File: config.mk
export PLATFORM = sky130hd
export DESIGN_NAME = key_entry_ctrl
export DESIGN_NICKNAME = d
export VERILOG_FILES = /design/src/rtl/keypad_pkg.sv /design/src/rtl/key_entry_ctrl_evt_detect.sv /design/src/rtl/key_entry_ctrl.sv
export SDC_FILE = /design/constraint.sdc
export NUM_CORES = 1
export LEC_CHECK = 0
export CAP_MARGIN = 20
export CORE_ASPECT_RATIO = 1.25
export CORE_MARGIN = 2
export CORE_UTILIZATION = 30
export CTS_BUF_LIST = sky130_fd_sc_hd__clkbuf_4 sky130_fd_sc_hd__clkbuf_8
export DETAILED_ROUTE_END_ITERATION = 8
export PLACE_DENSITY = 0.47
export SETUP_SLACK_MARGIN = 0.02
export SLEW_MARGIN = 25
export SYNTH_ARGS = -nofsm -noshare
export SYNTH_HDL_FRONTEND = slang
export SYNTH_SLANG_ARGS = --single-unit
export TNS_END_PERCENT = 1
File: constraint.sdc
create_clock -name CLK -period 3.89 [get_ports CLK]
set_clock_uncertainty 0.1 [all_clocks]
set_input_delay 0.9725 -clock CLK [delete_from_list [all_inputs] [get_ports CLK]]
set_output_delay 0.9725 -clock CLK [all_outputs]
set_load 0.01 [all_outputs]
File: src/rtl/keypad_pkg.sv
// Shared definitions for the keypad charge-entry slice: state encoding, key codes,
// BCD width, default limits and the digit acceptance rule.
package keypad_pkg;

   localparam int BCD_W           = 4;
   localparam int DEF_MAX_AMOUNT  = 20;
   localparam int DEF_TIMEOUT_CYC = 30510;

   localparam logic [BCD_W-1:0] KEY_NONE = 4'b1111;

   typedef logic [2:0] state_t;

   localparam state_t ST_OFF       = 3'b001;
   localparam state_t ST_ENTRY     = 3'b010;
   localparam state_t ST_CONFIRMED = 3'b100;

   // True when digit d may be appended to the current entry without exceeding max_amt.
   function automatic logic digit_fits(input logic [BCD_W-1:0] ones,
                                       input logic [BCD_W-1:0] d,
                                       input logic [1:0]       cnt,
                                       input logic [7:0]       max_amt);
      logic [7:0] val;
      val = (cnt == 2'd0) ? {4'b0000, d} : ({4'b0000, ones} * 8'd10 + {4'b0000, d});
      return (cnt != 2'd2) && (val <= max_amt);
   endfunction

endpackage

File: src/rtl/key_entry_ctrl_evt_detect.sv
// Key-press edge detector: one-cycle evt_o on the falling edge of key_idle_i,
// seen one CLK edge after the first low sample; no backpressure.
module key_evt_detect (
   input  logic CLK,
   input  logic anti_shake_cnt_reset,
   input  logic key_idle_i,
   output logic evt_o
);

   logic idle_d1_q;
   logic idle_d2_q;

   always_ff @(posedge CLK or posedge anti_shake_cnt_reset) begin
      if (anti_shake_cnt_reset) begin
         idle_d1_q <= 1'b1;
         idle_d2_q <= 1'b1;
      end else begin
         idle_d1_q <= key_idle_i;
         idle_d2_q <= idle_d1_q;
      end
   end

   assign evt_o = !idle_d1_q && idle_d2_q;

endmodule

File: src/rtl/key_entry_ctrl.sv
// Charge-amount entry FSM: key events commit two CLK edges after key_idle falls,
// confirm/key_err are registered one-cycle pulses; no backpressure, amount held until charge_done.
module key_entry_ctrl
   import keypad_pkg::*;
#(
   parameter int MAX_AMOUNT  = DEF_MAX_AMOUNT,
   parameter int TIMEOUT_CYC = DEF_TIMEOUT_CYC
) (
   input  logic             CLK,
   input  logic             anti_shake_cnt_reset,
   input  logic [BCD_W-1:0] key_data,
   input  logic             key_start,
   input  logic             key_reset,
   input  logic             key_ok,
   input  logic             key_idle,
   input  logic             charge_done,
   output logic [BCD_W-1:0] amount_tens,
   output logic [BCD_W-1:0] amount_ones,
   output logic [1:0]       digit_cnt,
   output logic             entry_active,
   output logic             busy,
   output logic             confirm,
   output logic             key_err
);

   localparam logic [15:0] TMO_LAST = 16'(TIMEOUT_CYC - 1);
   localparam logic [7:0]  MAX_VAL  = 8'(MAX_AMOUNT);

   state_t           state_q, state_d;
   logic [BCD_W-1:0] tens_q, tens_d, ones_q, ones_d;
   logic [1:0]       dcnt_q, dcnt_d;
   logic [15:0]      tmo_q, tmo_d;
   logic             confirm_q, confirm_d, err_q, err_d;
   logic             evt, is_digit, amount_zero;

   key_evt_detect u_evt (
      .CLK                  (CLK),
      .anti_shake_cnt_reset (anti_shake_cnt_reset),
      .key_idle_i           (key_idle),
      .evt_o                (evt)
   );

   assign is_digit    = (key_data != KEY_NONE) && (key_data <= 4'd9);
   assign amount_zero = (tens_q == '0) && (ones_q == '0);

   always_ff @(posedge CLK or posedge anti_shake_cnt_reset) begin
      if (anti_shake_cnt_reset) begin
         state_q   <= ST_OFF;
         tens_q    <= '0;
         ones_q    <= '0;
         dcnt_q    <= '0;
         tmo_q     <= '0;
         confirm_q <= 1'b0;
         err_q     <= 1'b0;
      end else begin
         state_q   <= state_d;
         tens_q    <= tens_d;
         ones_q    <= ones_d;
         dcnt_q    <= dcnt_d;
         tmo_q     <= tmo_d;
         confirm_q <= confirm_d;
         err_q     <= err_d;
      end
   end

   always_comb begin
      state_d   = state_q;
      tens_d    = tens_q;
      ones_d    = ones_q;
      dcnt_d    = dcnt_q;
      tmo_d     = '0;
      confirm_d = 1'b0;
      err_d     = 1'b0;
      case (state_q)
         ST_OFF: begin
            if (evt && key_start) begin
               state_d = ST_ENTRY;
               tens_d  = '0;
               ones_d  = '0;
               dcnt_d  = '0;
            end
         end
         ST_ENTRY: begin
            tmo_d = tmo_q + 16'd1;
            // A key event on the expiry cycle takes precedence over the timeout.
            if (evt) begin
               tmo_d = '0;
               if (key_start || key_reset) begin
                  tens_d = '0;
                  ones_d = '0;
                  dcnt_d = '0;
               end else if (key_ok) begin
                  if (amount_zero) begin
                     err_d = 1'b1;
                  end else begin
                     state_d   = ST_CONFIRMED;
                     confirm_d = 1'b1;
                  end
               end else if (is_digit) begin
                  if (digit_fits(ones_q, key_data, dcnt_q, MAX_VAL)) begin
                     tens_d = ones_q;
                     ones_d = key_data;
                     dcnt_d = dcnt_q + 2'd1;
                  end else begin
                     err_d = 1'b1;
                  end
               end
            end else if (tmo_q == TMO_LAST) begin
               state_d = ST_OFF;
               tens_d  = '0;
               ones_d  = '0;
               dcnt_d  = '0;
               tmo_d   = '0;
               err_d   = 1'b1;
            end
         end
         ST_CONFIRMED: begin
            if (charge_done || (evt && key_reset)) begin
               state_d = ST_OFF;
               tens_d  = '0;
               ones_d  = '0;
               dcnt_d  = '0;
            end
         end
         default: begin
            state_d = ST_OFF;
            tens_d  = '0;
            ones_d  = '0;
            dcnt_d  = '0;
         end
      endcase
   end

   always_comb begin
      entry_active = (state_q == ST_ENTRY);
      busy         = (state_q == ST_CONFIRMED);
   end

   assign amount_tens = tens_q;
   assign amount_ones = ones_q;
   assign digit_cnt   = dcnt_q;
   assign confirm     = confirm_q;
   assign key_err     = err_q;

endmodule

==> flow_metrics.py <==
metrics = {
    "yosys": {
        "async_flop_share_pct": 100,
        "synth.area.top_cells": "dfrtp_1 (40%), ha_1 (7.9%), xor2_1 (5.1%), nor2_1 (4.7%), dfstp_2 (4.2%)",
        "ys_types": 49,
        "yosys-top-cells-count": "dfrtp_1 (30), nor2_1 (24), ha_1 (12), xor2_1 (11)",
        "yosysWarningCount": 0,
        "ys_seq_area_share_pct": 43.7,
        "synth-seq-cells": 33,
        "netlist.area_leader.share_pct": 39.6,
        "yosysTopAreaCell": "dfrtp_1",
        "synth_edf_count": 0,
        "postSynthCellCount": 178,
        "yosysMostFrequentCell": "dfrtp_1",
        "synth_area_per_cell_um2": 10.7,
        "synth_ff_type": "dfrtp_1",
        "syn_area_um2": 1900,
        "syn-num-nets": 203,
    },
    "setup_path": {
        "crit_type": "input port to flop",
        "slowest_stage": "clkdlybuf4s50_1",
        "cp.arrival_ns": 3.63,
        "crit_fanout": 10,
        "reg2reg_slack_ns": 0.60,
        "r2r-end": "digit_cnt[0]$_DFFE_PP0P_",
        "worst_setup_path_start_kind": "input port",
        "required_ns": 4.02,
        "ff2ff_path_depth": 10,
        "max_stage_delay_ns": 0.46,
        "worstPathCellList": "clkdlybuf4s50_1 > ha_1 > fa_1 > a21o_1 > a21boi_1 > o22ai_1 > a221oi_4 > and3_1 > mux2_4",
        "r2r-start": "amount_ones[1]$_DFFE_PP0P_",
        "crit_path_end_kind": "flop",
        "crit_path_start": "key_data[1]",
    },
    "cts": {
        "cts_max_level": 2,
        "cts_setup_buffers": 0,
        "cts-buffers-inserted": 5,
        "clkTransAtPathRegs_ns": 0.07,
        "cts_resized": 0,
        "clock_latency_ns": 0.28,
        "cts_tree": "yes",
        "cts_buffer_depth": 2,
        "cts_hold_buf": 0,
        "cts_root_buf": "clkbuf_8",
        "cts.sinks": 33,
    },
    "place": {
        "dp.cells": 285,
        "io_buffers": 24,
        "routabilityCongestion": 0.788,
        "hpwl_mm": 3.08,
    },
    "worst_hold_path": {
        "worstHoldPathCells": 0,
        "min-delay-start": "u_evt.idle_d1_q$_DFF_PP1_",
        "hold_path.class": "flop to flop",
        "hold_end": "u_evt.idle_d2_q$_DFF_PP1_",
    },
    "drt": {
        "vias_per_cell": 4.71,
        "drtIter0Drc": 79,
        "dr.pass1.iters": 4,
        "wl_per_cell_um": 13.8,
        "vias": 1380,
        "drc": 0,
        "routed_wl_mm": 4.06,
        "drtAntennaViolNets": 0,
    },
    "grt": {
        "gr-total-overflow": 0,
        "grt_first_pass_wirelength_mm": 6.71,
        "grt_max_degree": 34,
        "antenna_found_initial": 0,
        "track_usage_pct": 12.7,
        "grt_pass1_vias": 1448,
    },
    "cells_and_area": {
        "nNetsFinal": 232,
        "drive_above_1_share_pct": 9.62,
        "final_cells": 293,
        "area_delta_synth_final_pct": 22.9,
        "fin_util_pct": 37.8,
        "insertedDiodeCount": 0,
    },
    "sta": {
        "grt_setup_unrepaired": "false",
        "setup_viol": 0,
        "hold_viol": 0,
        "fin_crit_ns": 3.50,
        "worst_slew_pin_slew_ns": 0.665,
        "slew_violations": 0,
        "fmax_mhz": 286,
        "setup_tns_ns": 0,
        "max-slew-margin-rel_pct": 55.6,
        "period_share_pct": 90.0,
    },
    "floorplanning": {
        "pin_count": 25,
        "fp.dieW_um": 75.1,
        "fp-row-count": 32,
        "die_h_um": 92.9,
        "start_util_pct": 30.8,
        "dieArea_um2": 6980,
        "coreArea_um2": 6170,
    },
    "pwr": {
        "intPower_w": 0.000587,
        "p_leak_nw": 0.992,
        "p_switching_w": 0.000234,
        "pwr-share-comb_pct": 20.0,
        "ir_worst_vdd_mv": 0.179,
        "seq_power_share_pct": 46.4,
        "clkPwrFrac_pct": 33.7,
        "sw_frac_of_total_pct": 28.5,
        "p_per_area_nw_per_um2": 352,
    },
    "outcome": {
        "outcome": "completed",
    },
    "run": {
        "cap_violations": 0,
    },
}
[through the flow]
step	area [um2]	hold slack, ns	power [W]	setup slack (ns)
after floorplan	1900	0.263	0.000506	0.790
after global routing	2330	0.293	0.000865	0.237
after CTS	2330	0.284	0.000834	0.384
after global placement	2240	0.270	0.000548	0.182
after detailed placement	2240	0.273	0.000553	0.0954
final	2330	0.287	0.000821	0.390
[worst max-delay path: cells and delay by family]
kind            cells  cell delay, ns
compound gates      4            0.88
buf+inv             1            0.46
mux                 1            0.21
simple gates        1            0.42
fa+ha+maj           2            0.68
[cells in the final DEF, fill, tap and decap left out, types with 2 or more instances in the layout]
cell	netlist	layout
fa_1	2	2
ha_1	12	12
dfrtp_1	30	30
and2_1	3	3
clkbuf_4	0	2
nor2_1	24	24
dfstp_2	3	3
clkdlybuf4s50_1	0	24
xnor2_1	5	5
inv_1	9	9
and3_1	2	2
a21o_1	4	4
xor2_1	11	11
nand4b_1	2	2
a21boi_1	2	2
nand2_1	6	6
nor4_1	2	2
nand3_1	8	8
clkbuf_8	0	6
nand4_1	2	2
a21oi_1	5	5
nor3b_1	2	2
a22o_1	9	9
nor3_1	5	5
nand3b_1	3	3
[per-layer routing]
| layer | share of wire [%] | track usage (%) |
|---|---|---|
| met1 | 42 | 14.1 |
| met2 | 54 | 22.9 |
| met3 | 2.9 | 2.83 |
| met4 | 1.5 | 4.39 |
| met5 | 0 | 0 |
[flip-flops by register name, indices dropped and copies added, names as in the netlist]
signal and flops:
key_err 1, tmo_q 16, u_evt.idle_d2_q 1, confirm 1, amount_tens 4, u_evt.idle_d1_q 1, state_q 3, amount_ones 4
digit_cnt 2
[kinds of logic (layout without fill, tap and decap cells)]
group | after synthesis | in the layout | synth area share (%)
and+or+nand+nor | 70 | 70 | 20.8
DFF | 33 | 33 | 43.7
AOI/OAI and AO/OA | 32 | 32 | 14.7
xor gates and xnor gates | 16 | 16 | 7.38
adders and majority gates | 14 | 14 | 10.0
buffers and inverters | 12 | 42 | 2.64
muxes | 1 | 1 | 0.791
[power by group through the flow]
| stage | clock [W] | sequential [W] | combinational, W |
|---|---|---|---|
| after global placement | 0 | 0.000386 | 0.000162 |
| after global routing | 0.000299 | 0.000383 | 0.000183 |
| final | 0.000276 | 0.000381 | 0.000164 |
| after detailed placement | 0 | 0.000387 | 0.000166 |
| after CTS | 0.000288 | 0.000380 | 0.000166 |
| after floorplan | 0 | 0.000384 | 0.000122 |
[final cells by class]
cell class	count	area (um2)
fillers	635	3830
multi-input cells	133	1020
flip-flops and latches	33	830
repair buffers	25	248
well taps	85	106
clock buffers	8	97.6
inverters	9	33.8
[how the worst max path moves through the flow]
stage / endpoint / slack (ns) / depth (start not counted)
after CTS: digit_cnt[0]$_DFFE_PP0P_ / 0.38 / 9
final: digit_cnt[0]$_DFFE_PP0P_ / 0.39 / 9
after detailed placement: digit_cnt[0]$_DFFE_PP0P_ / 0.1 / 9
after global routing: digit_cnt[0]$_DFFE_PP0P_ / 0.24 / 9
after floorplan: digit_cnt[0]$_DFFE_PP0P_ / 0.79 / 8
after global placement: digit_cnt[0]$_DFFE_PP0P_ / 0.18 / 9
Note: power is estimated with default switching activity, not from simulation.
